<file path="config.mk">
export PLATFORM = sky130hd
export DESIGN_NAME = spatial_filter_frame_ctrl
export DESIGN_NICKNAME = d
export VERILOG_FILES = /design/src/rtl/spatial_filter_frame_ctrl.sv
export SDC_FILE = /design/constraint.sdc
export NUM_CORES = 1
export LEC_CHECK = 0
export ABC_CLOCK_PERIOD_IN_PS = 6300
export CAP_MARGIN = 5
export CORE_ASPECT_RATIO = 1.5
export CORE_MARGIN = 2
export CORE_UTILIZATION = 35
export DETAILED_ROUTE_END_ITERATION = 6
export PLACE_DENSITY = 0.76
export SLEW_MARGIN = 20
export SYNTH_ARGS = -nofsm -noshare
export SYNTH_HDL_FRONTEND = slang
export SYNTH_SLANG_ARGS = --single-unit
</file>
<file path="constraint.sdc">
create_clock -name axis_clk -period 6.3 [get_ports axis_clk]
set_input_delay 0.63 -clock axis_clk [delete_from_list [all_inputs] [get_ports axis_clk]]
set_output_delay 0.63 -clock axis_clk [all_outputs]
set_load 0.03 [all_outputs]
</file>
<file path="src/rtl/spatial_filter_frame_ctrl.sv">
// -----------------------------------------------------------------------------
// spatial_filter_frame_ctrl
//
// Frame sequencer between the AXI-Stream pixel input and the line-buffer
// controller of the 3x3 spatial filter. Real pixels are forwarded while the
// line buffers have room. After the last real row, FLUSH_LINES rows of zero
// pixels are injected so the window can drain the bottom image lines. A
// one-cycle frame-done pulse follows, and the block returns to idle.
//
// Ports
//   axis_clk         clock, rising edge
//   axis_reset       asynchronous, active-high reset
//   i_start          arms a frame (honoured only while idle)
//   i_abort          synchronous return to idle, wins over everything else
//   i_s_data_valid   input pixel valid
//   i_s_data         input pixel
//   o_s_ready        input ready (combinational)
//   o_lb_data        pixel to line-buffer controller (registered)
//   o_lb_data_valid  pixel valid to line-buffer controller (registered)
//   i_lb_full        downstream prog-full, blocks issue while high
//   o_busy           frame in progress (ACTIVE or FLUSH)
//   o_col            column of the next pixel to issue
//   o_row            row of the next pixel to issue
//   o_frame_done     one-cycle end-of-frame pulse
// -----------------------------------------------------------------------------
module spatial_filter_frame_ctrl #(
    parameter int PIXEL_SIZE   = 32,
    parameter int IMAGE_WIDTH  = 512,
    parameter int IMAGE_HEIGHT = 512,
    parameter int FLUSH_LINES  = 2,
    localparam int COL_W = $clog2(IMAGE_WIDTH),
    localparam int ROW_W = $clog2(IMAGE_HEIGHT + FLUSH_LINES)
) (
    input  logic                  axis_clk,
    input  logic                  axis_reset,
    input  logic                  i_start,
    input  logic                  i_abort,
    input  logic                  i_s_data_valid,
    input  logic [PIXEL_SIZE-1:0] i_s_data,
    output logic                  o_s_ready,
    output logic [PIXEL_SIZE-1:0] o_lb_data,
    output logic                  o_lb_data_valid,
    input  logic                  i_lb_full,
    output logic                  o_busy,
    output logic [COL_W-1:0]      o_col,
    output logic [ROW_W-1:0]      o_row,
    output logic                  o_frame_done
);

    typedef enum logic [1:0] {
        IDLE   = 2'd0,
        ACTIVE = 2'd1,
        FLUSH  = 2'd2,
        DONE   = 2'd3
    } state_t;

    localparam logic [COL_W-1:0] COL_LAST       = COL_W'(IMAGE_WIDTH - 1);
    localparam logic [ROW_W-1:0] ROW_LAST_REAL  = ROW_W'(IMAGE_HEIGHT - 1);
    localparam logic [ROW_W-1:0] ROW_LAST_FLUSH = ROW_W'(IMAGE_HEIGHT + FLUSH_LINES - 1);

    state_t                  state_reg, state_next;
    logic [COL_W-1:0]        col_reg, col_next;
    logic [ROW_W-1:0]        row_reg, row_next;
    logic [PIXEL_SIZE-1:0]   lb_data_reg;
    logic                    lb_valid_reg;
    logic                    busy_reg;
    logic                    done_reg;

    // One pixel leaves toward the line buffers this cycle
    logic                    send;
    logic [PIXEL_SIZE-1:0]   send_data;
    logic                    col_last;

    assign col_last = (col_reg == COL_LAST);

    always_comb begin
        state_next = state_reg;
        col_next   = col_reg;
        row_next   = row_reg;
        send       = 1'b0;
        send_data  = '0;

        case (state_reg)
            IDLE: begin
                if (i_start && !i_abort) begin
                    state_next = ACTIVE;
                    col_next   = '0;
                    row_next   = '0;
                end
            end
            ACTIVE, FLUSH: begin
                if (i_abort) begin
                    state_next = IDLE;
                    col_next   = '0;
                    row_next   = '0;
                end else if (!i_lb_full && (state_reg == FLUSH || i_s_data_valid)) begin
                    send      = 1'b1;
                    send_data = (state_reg == ACTIVE) ? i_s_data : '0;
                    if (col_last) begin
                        col_next = '0;
                        row_next = row_reg + ROW_W'(1);
                    end else begin
                        col_next = col_reg + COL_W'(1);
                    end
                    if (col_last && state_reg == ACTIVE && row_reg == ROW_LAST_REAL) begin
                        // Row keeps counting into the flush rows
                        state_next = FLUSH;
                    end
                    if (col_last && state_reg == FLUSH && row_reg == ROW_LAST_FLUSH) begin
                        // Counters read zero whenever no frame is in progress
                        state_next = DONE;
                        row_next   = '0;
                    end
                end
            end
            DONE: begin
                state_next = IDLE;
            end
            default: begin
                state_next = IDLE;
            end
        endcase
    end

    always_ff @(posedge axis_clk or posedge axis_reset) begin
        if (axis_reset) begin
            state_reg    <= IDLE;
            col_reg      <= '0;
            row_reg      <= '0;
            lb_data_reg  <= '0;
            lb_valid_reg <= 1'b0;
            busy_reg     <= 1'b0;
            done_reg     <= 1'b0;
        end else begin
            state_reg    <= state_next;
            col_reg      <= col_next;
            row_reg      <= row_next;
            lb_valid_reg <= send;
            if (send) begin
                lb_data_reg <= send_data;
            end
            // Registered decodes of the upcoming state, so they track the state exactly
            busy_reg     <= (state_next == ACTIVE) || (state_next == FLUSH);
            done_reg     <= (state_next == DONE);
        end
    end

    assign o_s_ready       = (state_reg == ACTIVE) && !i_lb_full && !i_abort;
    assign o_lb_data       = lb_data_reg;
    assign o_lb_data_valid = lb_valid_reg;
    assign o_busy          = busy_reg;
    assign o_col           = col_reg;
    assign o_row           = row_reg;
    assign o_frame_done    = done_reg;

endmodule

</file>
---- Yosys cells after proc, flatten, opt, wreduce, memory -nomap -nowiden ----
Index checks and enable logic that the tools add are counted.
operators by class
  $add $sub $neg .......................... 2
  reductions and logical operators ........ 17
  equality and inequality tests ........... 12
  mux-type cells .......................... 24
operators with widths
  operator                                              number
  two-way mux 32 bit                                    4
  two-way mux 10 bit                                    5
  two-way mux 9 bit                                     4
  case mux 10 bit (2 select lines)                      1
  case mux 9 bit (2 select lines)                       1
  adder 10 x 1 -> 10 bit, second input constant         1
  equality test 10 bit, second input constant           1
  equality test 10 x 9 -> 1 bit, second input constant  1
  two-way mux 2 bit                                     5
  adder 9 x 1 -> 9 bit, second input constant           1
  equality test 9 bit, second input constant            1
  equality test 2 bit, second input constant            4
  logical AND 1 bit                                     8
  case mux 2 bit (3 select lines)                       1
  equality test 2 x 1 -> 1 bit, second input constant   2
  inequality test 4 bit, second input constant          1
  AND reduction 4 bit                                   1
  two-way mux 1 bit                                     3
  inequality test 3 bit, second input constant          1
  AND reduction 3 bit                                   1
  zero test 1 bit                                       2
  zero test 2 bit                                       1
  logical OR 1 bit                                      2
  inequality test 2 bit, second input constant          1
  other kinds (2)                                       2
storage, ports and cells
  output and inout port bits .............. 55
  logic and storage cells ................. 62
  register bits after elaboration ......... 56
  bits of input ports ..................... 38

---- Longest topological paths before layout ----
  depth in word-level cells ............... 10
  gate-level depth with buffers ........... 10
  mapped depth without buffers ............ 9

---- Worst setup path before layout ----
No wires, ideal clock.
  kind .................................... reg-to-reg
  start ................................... register col_reg[0], in the netlist o_col[0]
  end ..................................... register busy_reg, in the netlist o_busy
  stages on the path, launching flop included .. 11
  data arrival time ....................... 2.569 ns
  path buffers ............................ 1
  setup time .............................. 0.126 ns
  required time ........................... 6.174 ns
  clock period less this slack ............ 2.695 ns
  slack ................................... 3.605 ns
  cell sequence ........................... dfrtp_1 ha_1 and3_1 and3_1 ha_1 buf_2 nor4bb_1 nand4_1 or3_1 nand3_1 ha_1
on the way
  word-level cells in the longest chain between the ends .. 10
  elaborated cells on any way between the ends .. 13
  those cells by class .................... 3 x eq/ne; 5 x mux; 5 x reduce/logical
ends and longest elaborated chain
  what                                                                        RTL line  RTL
  start, declared                                                             62        logic [COL_W-1:0] col_reg, col_next;
  start signal, assigned                                                      136       col_reg <= col_next;
  equality test 9 bit (*)                                                     74        assign col_last = (col_reg == COL_LAST);
  logical AND 1 bit (2 in a row)                                              105       if (col_last && state_reg == ACTIVE && row_reg == ROW_LAST_REAL) begin
  two-way mux 2 bit                                                           105
  two-way mux 2 bit (*)                                                       109       if (col_last && state_reg == FLUSH && row_reg == ROW_LAST_FLUSH) begin
  two-way mux 2 bit (*)                                                       96        end else if (!i_lb_full && (state_reg == FLUSH || i_s_data_valid)) begin
  two-way mux 2 bit (*)                                                       92        if (i_abort) begin
  case mux 2 bit (3 select lines) (*)                                         83        case (state_reg)
  equality test 2 x 1 -> 1 bit / equality test 2 bit (equally long branches)  143       busy_reg <= (state_next == ACTIVE) || (state_next == FLUSH);
  logical OR 1 bit (*)                                                        143
  end signal, assigned                                                        143
  end, declared                                                               66        logic busy_reg;
Every way passes the cells marked *; elsewhere a longest branch is shown, timed or not.
A chain may end at the register's enable or synchronous reset.

---- Worst setup path in the final report ----
  start ................................... register col_reg[3], in the netlist o_col[3]
  end ..................................... register row_reg[4], in the netlist o_row[4]
on the way
  word-level cells in the longest chain between the ends .. 7
  elaborated cells on any way between the ends .. 9
  those cells by class .................... 2 x eq/ne; 4 x mux; 3 x reduce/logical
ends and longest elaborated chain
  what                              RTL line  RTL
  equality test 9 bit (*)           74
  logical AND 1 bit (2 in a row)    109
  two-way mux 10 bit                109
  two-way mux 10 bit                96
  two-way mux 10 bit                92
  case mux 10 bit (2 select lines)  83
  end signal, assigned              137       row_reg <= row_next;
  end, declared                     63        logic [ROW_W-1:0] row_reg, row_next;
Every way passes the cells marked *; elsewhere a longest branch is shown, timed or not. The select of a mux whose other input is x is not followed.

==> metrics <==
clk buf depth=2; worst hold path cell count=2; Floorplan Core Area=between 7000 and 8000 sq um; H-tree levels=2; R2R cell count=8; Post-DP Area=between 3000 and 4000 sq um; initial core utilization=36.0%; Die Y-Extent=around 110 microns; die area=between 8000 and 9000 sq um; Routed Wire Length=7160 microns; CP peak stage delay=640 ps; combinational power share=between 40% and 50%; clk_skew=between 3 and 4 ps; CP Capture Type=flip-flop; maxcap violations=0; power share of the sequential group=between 30% and 40%; vias per cell=5.21; CP Cell Sequence=and3_1, and3_1, and3_1, ha_1, nor4bb_1, nand4_1, a21oi_1, a21oi_1; Worst Path Required=6440 ps; Clk network pwr share=about a fifth; status=finished clean; Slew HR=approximately a third; commonest non-fill, non-tap cell in the layout=clkdlybuf4s50_1; leakage=1.63 nW; Initial DRC Count=95; Final Hold Violating Endpoints=0; Int Pwr=roughly 960 uW; maximum vdd drop=around 0.18 mV; HPWL Detailed=approximately 5200 microns; Startpoint Class=flip-flop; TritonCTS Buffers=5; PwrDens=417 nW/um^2; worst path arrival time=3110 ps; row cnt=39; max reg flops=32; reg2reg end=o_row[4]; vias in the first global route=roughly 2500; switching power=670 uW; Final setup viols=0; Fmax=~340 MHz; slowest stage cell, crit path=a21oi_1; Hold Path Sink=o_lb_data[19]; number of synthesized register bits=56; drt drc=0; YS warnings=0; total gr overflow=0; Final TNS setup=0 ps; CTS tree=yes; vias after detailed routing=between 2000 and 3000; layout cells sized above 1=a little over 4%; post-CTS resize count=0; Slew Viols, Final=0; Final Cycle Share=47.1%; Nets=434; hold buffers post-CTS=0; RSZ-0062 raised after global routing=no; first-pass GRT wire length=~12000 microns; area grow syn2layout=42.3%; CTS root buffer=clkbuf_16; post-route minimum period=between 2000 and 3000 ps; Worst Max-Slew Pin Slew=approximately 990 ps; Final ANT Viol Nets=0; fin area=about 3900 sq um; worst hold path type=flip-flop to flip-flop; clk_lat worst skew=290 ps; post-CTS setup buffers=0; Reg clk slew, reported paths=approximately 70 ps; synth unique cells=35; Boundary Pins=93; Critical Path Fanout Max=10; Die W=between 70 and 80 microns; cells after synthesis=between 300 and 400; synthesized area per cell=around 9.1 sq um; pin count of the biggest net entering global routing=66; WS Path Type=flip-flop to flip-flop; Detailed Routing Iterations Pass 1=5; Mapped Nets=350; number of clock sinks=56; hold path startpoint=o_lb_data[19]; antenna cell count=0; Sw Share=~40%; reg2reg start=o_col[3]; initial antenna violation count=0; hold_ws=roughly 480 ps; Final Power=~1.6 mW; routability cong.=0.883; Routed WL per cell=around 15 microns; synthesized area=~2700 sq um; crit-path most repeated cell=and3_1; PortBufs=a little over 90; gr usage total=17.2%; slack of the worst reg-to-reg path=approximately 3300 ps; Layout Utilization=roughly 50%; most frequent cells in the layout=clkdlybuf4s50_1 (92), nand2_1 (76), dfrtp_1 (56); Seq/Total Area, Yosys=51.1%
stage by stage:
stage | instances | setup slack, ps
after floorplan | 302 | 3610
after global placement | 481 | 3440
after global routing | 489 | 3150
after detailed placement | 481 | 3290
final | 489 | 3330
after CTS | 489 | 3430
power by group through the flow:
stage | clock network [mW] | logic (mW) | registers, mW
floorplan | 0 | 0.220 | 0.777
global placement | 0 | 0.756 | 0.549
detailed placement | 0 | 0.772 | 0.555
CTS | 0.320 | 0.773 | 0.548
global route | 0.335 | 0.831 | 0.565
finish | 0.312 | 0.767 | 0.547
cells in the mapped netlist:
cell | instances | area, sq um
a2111oi_2 | 1 | 15.0
a21o_1 | 1 | 7.51
a21oi_1 | 13 | 65.1
a221o_1 | 1 | 10.0
a22oi_1 | 4 | 30.0
a31o_2 | 2 | 17.5
a31oi_1 | 2 | 12.5
a32o_1 | 1 | 10.0
and2_1 | 1 | 6.26
and3_1 | 5 | 31.3
and4_1 | 1 | 8.76
buf_2 | 3 | 15.0
buf_6 | 1 | 11.3
clkbuf_1 | 13 | 48.8
dfrtp_1 | 56 | 1400
ha_1 | 10 | 125
inv_1 | 7 | 26.3
nand2_1 | 77 | 289
nand2b_1 | 3 | 18.8
nand3_1 | 9 | 45.0
nand4_1 | 5 | 31.3
nand4b_1 | 2 | 17.5
nor2_1 | 3 | 11.3
nor2b_1 | 3 | 18.8
nor3b_1 | 2 | 15.0
nor4b_1 | 1 | 8.76
nor4bb_1 | 1 | 10.0
o211a_1 | 1 | 10.0
o21ai_0 | 50 | 250
o21ba_2 | 1 | 10.0
o21bai_1 | 1 | 7.51
o31ai_1 | 7 | 52.6
o41ai_1 | 3 | 26.3
or3_1 | 4 | 25.0
or4_1 | 7 | 52.6
cell families after synthesis:
group	share of synthesized area, %
flip-flops	51.1
AND/OR/NAND/NOR	21.5
AO/OA/AOI/OAI	19.1
adder cells (fa/ha/maj)	4.56
buffers and inverters	3.70
layout make-up:
| class | count | area (sq um) |
|---|---|---|
| Sequential cell | 56 | 1400 |
| Clock inverter | 3 | 42.5 |
| Inverter | 7 | 26.3 |
| Clock buffer | 5 | 125 |
| Timing Repair Buffer | 94 | 936 |
| Tap cell | 102 | 128 |
| Multi-Input combinational cell | 222 | 1240 |
| Fill cell | 729 | 3710 |
worst max-delay path by stage:
stage | start | endpoint | slack [ps] | depth (start not counted)
finish | o_col[3] | o_row[4] | 3330 | 8
global route | o_col[0] | o_row[4] | 3150 | 8
CTS | o_col[0] | o_row[4] | 3430 | 8
detailed placement | i_abort | o_lb_data[25] | 3290 | 5
global placement | i_abort | o_lb_data[2] | 3440 | 5
floorplan | o_col[0] | o_busy | 3610 | 10
metal layers:
layer	GRT usage [%]	wire length, microns
met5	0	0
met4	6.79	176
met3	3.38	317
met2	31.2	3810
met1	19.7	2850
worst max-delay path: cells and delay by family (launching register included):
family / cells / cell delay (ps)
flops: 1 / 480
fa+ha+maj: 1 / 360
compound gates: 2 / 740
simple gates: 5 / 1230
Power figures use the tool's default switching activity.
==> edit 1, RTL diff (same flow settings) <==
The parameter `IMAGE_WIDTH` goes from 512 to 1024.
--- a/src/rtl/spatial_filter_frame_ctrl.sv
+++ b/src/rtl/spatial_filter_frame_ctrl.sv
@@ -27,3 +27,3 @@
     parameter int PIXEL_SIZE   = 32,
-    parameter int IMAGE_WIDTH  = 512,
+    parameter int IMAGE_WIDTH  = 1024,
     parameter int IMAGE_HEIGHT = 512,
Ports: changed (resized o_col); port bits go from 93 to 94. No check against the original RTL was run, so the function may have changed too.
==> edit 1 against the unedited design <==
  * Final cell count decreased by 0.41%
  * Synthesized area decreased by 1.3%
  * Critical endpoint is now o_s_ready
  * Power increased by 6.4%
  * Design area increased by 3.1%
  * Routed wire length decreased by 3.3%
  * Highest routed layer unchanged
  * Worst setup slack got worse by 47 ps
  * Sequential cell count increased by 1
  * Clock power increased by 52%
==> edit 1: results (changes against the unedited design) <==
* Peak supply drop at 0.150 mV (-18%)
* Xor-xnor portion of the synthesized cell area at 0.0356 (+0.0356)
* Sequential fraction of the synthesis area at 0.527 (+0.0159)
* Worst setup path endpoint: o_s_ready
* Post-synth cell types at 39 (+11%)
* DP Worst Slack at 3230 ps (-57.0 ps)
* Cell total after placement at 472 (-1.9%)
* Post-cts resize count at 0 (unchanged)
* Leak pwr at 1.76 nW (+8.5%)
* Compound-Gate Fraction of Synth Area at 0.132 (-0.0595)
* Data arrival time of the critical path at 2390 ps (-720 ps)
* WHS Endpoint: o_lb_data[25]$_DFFE_PP0P_
* Worst setup startpoint: state_reg[1]$_DFF_PP0_
* Fmax at 0.332 GHz (-1.6%)
* Grt met2 use at 0.274 (-0.0385)
* Post-synth top cells: nand2_1 (76), dfrtp_1 (57), o21ai_0 (38)
* Adder-Cell Fraction of Synth Area at 0.0370 (-0.00866)
* Min-Delay Startpoint: o_lb_data[25]$_DFFE_PP0P_
* Initial DRT Pass Iterations at 4 (-1)
* R2R Path Start: o_col[0]$_DFFE_PP0P_
* Syn Inst Count at 289 (-4.3%)
* Clock skew at 7.20 ps (+3.52 ps)
* Largest cells by area after synthesis: dfrtp_1 (53%), nand2_1 (11%), o21ai_0 (7.0%)
* First DRT Iteration DRCs at 114 (+20%)
* Final instance area at 4020 um^2 (+3.1%)
* Slew margin rel. at 0.382 (+0.0451)
* FF-to-FF path depth at 7 (-1)
* Final net count at 427 (-1.6%)
* Outcome: completed
* Port bufs at 93 (+1.1%)
* Wire per inst at 14.2 um (-2.9%)
* Ratio of cells with drive above 1 in the final layout at 0.0649 (+0.0236)
* Clock Latency Late Sink at 320 ps (+30 ps)
* Reg-to-reg slack, setup at 3940 ps (+610 ps)
* Min Hold Slack at 479 ps (+0.268 ps)
* Routability-driven placement congestion ratio at 0.837 (-5.2%)
* Final std cells w/o fill at 487 (-0.41%)
* Initial antenna violation count at 0 (unchanged)
* Total GRT Usage at 0.167 (-0.00505)
* HPWL after DPL at 4.93 mm (-6.1%)
* M1 GR Usage at 0.202 (+0.00520)
* CTS clk-pin slew, worst paths at 50 ps (-20 ps)
* Crit-path max FO at 34 (+24)
* Vias in the first global route at 2324 (-7.3%)
* Clock Tree Buf Depth at 2 (unchanged)
* Max_cap viols at 0 (unchanged)
* Post-DP Area at 3720 um^2 (-0.20%)
* Syn_nets at 335 (-4.3%)
* CTS buffer count at 9 (+4)
* Fillcell total at 689 (-5.5%)
* Routing usage on met3 at 0.0452 (+0.0115)
* First-pass GRT wire length at 11.0 mm (-8.5%)
* Vias post-DR at 2454 (-3.7%)
* H-tree Lvls at 3 (+1)
* Worst reg2reg endpoint: o_busy$_DFF_PP0_
## edit 1: cell count changes after synthesis, moves of 7 or more
cell     change
nor2_1      +15
o21ai_0     -12
a21oi_1     -11
xor2_1      +11
nand4_1      +7
o31ai_1      -7
or4_1        -7
## edit 1: layer usage
layer  vias to the layer above  routed length, um
li1                       1180                  -
met1                      1170               2810
met2                        89               3500
met3                        15                466
met4                         0                139
met5                         -                  0
## edit 1: cell type report
type / instances / area share
clock buffers: 10 / 0.0594
clock inverters: 5 / 0.0140
inverters: 6 / 0.00560
multi-input cells: 213 / 0.301
flip-flops and latches: 57 / 0.355
well taps: 102 / 0.0317
repair buffers: 94 / 0.233
## edit 1: report_power, final
group	internal, mW	switching [mW]
combinational	0.279	0.434
clock	0.313	0.161
sequential	0.473	0.0697
## edit 1: critical path, cell delays in order, from the launching register on
cell and delay, ps:
dfrtp_1 420, inv_1 100, ha_2 600, nor3b_1 250, clkdlybuf4s50_1 700
==> edit 2, RTL diff (same flow settings) <==
Without the edit above. The 4 states of `state_t` get a Gray code encoding in 2 bits.
--- a/src/rtl/spatial_filter_frame_ctrl.sv
+++ b/src/rtl/spatial_filter_frame_ctrl.sv
@@ -50,6 +50,6 @@
     typedef enum logic [1:0] {
-        IDLE   = 2'd0,
-        ACTIVE = 2'd1,
-        FLUSH  = 2'd2,
-        DONE   = 2'd3
+        IDLE   = 2'b00,
+        ACTIVE = 2'b01,
+        FLUSH  = 2'b11,
+        DONE   = 2'b10
     } state_t;
Check against the original RTL: same outputs for any inputs over 10 cycles, from zero or initial values and one cycle with axis_reset high; not proved beyond that.
==> edit 2 against the unedited design <==
  * Global-route usage fell by 1.3 points
  * Utilization up 0.73 points
  * Register-to-register slack gained 480 ps
  * Count of clock-buffer cells in the layout unchanged
  * Final cell count down 22%
  * Non-clock buffer count decreased by 1
  * Design area shrank 9.3%
  * Sequential cell count is the same
  * Worst setup slack better by 40 ps
  * Routed wire length shrank 15%
  * First-iteration DRC count decreased by 3.2%
  * Synthesized area shrank 11%
Power is not compared: it rests on default switching activity, and its combinational part moved more than twofold at a synthesized area within 25%.
==> edit 2: results (changes against the unedited design) <==
* Outcome: completed
* Min-Delay Startpoint: o_lb_data[21]$_DFFE_PP0P_
* Wire per inst at 15.9 um (+8.7%)
* Data arrival time of the critical path at 2300 ps (-810 ps)
* Largest net degree at the start of global routing at 57 (-14%)
* Vias post-DR at 2036 (-20%)
* WHS Endpoint: o_lb_data[21]$_DFFE_PP0P_
* Clock skew at 7.95 ps (+4.26 ps)
* First DRT Iteration DRCs at 92 (-3.2%)
* Min Hold Slack at 495 ps (+16.6 ps)
* Synth Area per Inst at 11.5 um^2 (+27%)
* Syn_nets at 255 (-27%)
* CP max stage delay at 700 ps (+60 ps)
* First-pass GRT wire length at 9.76 mm (-19%)
* Initial DRT Pass Iterations at 4 (-1)
* Post-synth top cells: dfrtp_1 (56), a22o_1 (31), nand2_1 (20)
* Root Buffer: clkbuf_8
* Overall power at 0.956 mW
* Routability-driven placement congestion ratio at 0.790 (-11%)
* HPWL after DPL at 4.19 mm (-20%)
* R2R Path Start: o_col[0]$_DFFE_PP0P_
* Cell total after placement at 374 (-22%)
* Post-synth cell types at 39 (+11%)
* Post-DP Area at 3420 um^2 (-8.4%)
* CTS clk-pin slew, worst paths at 100 ps (+30 ps)
* Worst slew pin tran at 887 ps (-107 ps)
* Final WL at 6.08 mm (-15%)
* Reg-to-reg slack, setup at 3810 ps (+480 ps)
* FF-to-FF path depth at 7 (-1)
==> edit 2: changes by cell type after synthesis, moves of 4 or more <==
cell | unedited run | this run
nor2_1 | 3 | 8
a21oi_1 | 13 | 9
clkbuf_1 | 13 | 6
a22o_1 | 0 | 31
o21ai_0 | 50 | 13
a22oi_1 | 4 | 0
ha_1 | 10 | 4
nand2_1 | 77 | 20
==> edit 2: cell families (layout without fill, tap and decap cells) <==
| group | Yosys count | in the layout | synth area share |
|---|---|---|---|
| adders and majority gates | 4 | 4 | 0.0205 |
| DFF | 56 | 56 | 0.573 |
| and+or+nand+nor | 69 | 69 | 0.159 |
| AOI/OAI and AO/OA | 69 | 69 | 0.217 |
| buffers and inverters | 15 | 106 | 0.0312 |
==> edit 2: per-layer routing <==
layer  global-route usage  part of all wire  wire, um
met1                0.213              0.44      2680
met2                0.259              0.50      3050
met3               0.0360             0.049       297
met4               0.0364            0.0072        44
met5                    0                 0         0
==> edit 2: how the worst max path moves through the flow <==
stage                     depth (start not counted)                   endpoint                 start  slack (ps)
final                                             5                  o_s_ready               i_abort        3370
after global routing                              5                  o_s_ready               i_abort        3270
after CTS                                         5                  o_s_ready               i_abort        3440
after detailed placement                          4  o_lb_data[12]$_DFFE_PP0P_               i_abort        3330
after global placement                            5                  o_s_ready               i_abort        3460
after floorplan                                   7       o_col[5]$_DFFE_PP0P_  o_col[0]$_DFFE_PP0P_        4050
==> edit 2: cell type report <==
type | count | share of cell area
clock inverter | 3 | 0.0120
timing repair buffer | 93 | 0.263
inverter | 5 | 0.00531
multi-input combinational | 142 | 0.277
clock buffer | 5 | 0.0195
tap | 78 | 0.0276
sequential | 56 | 0.396
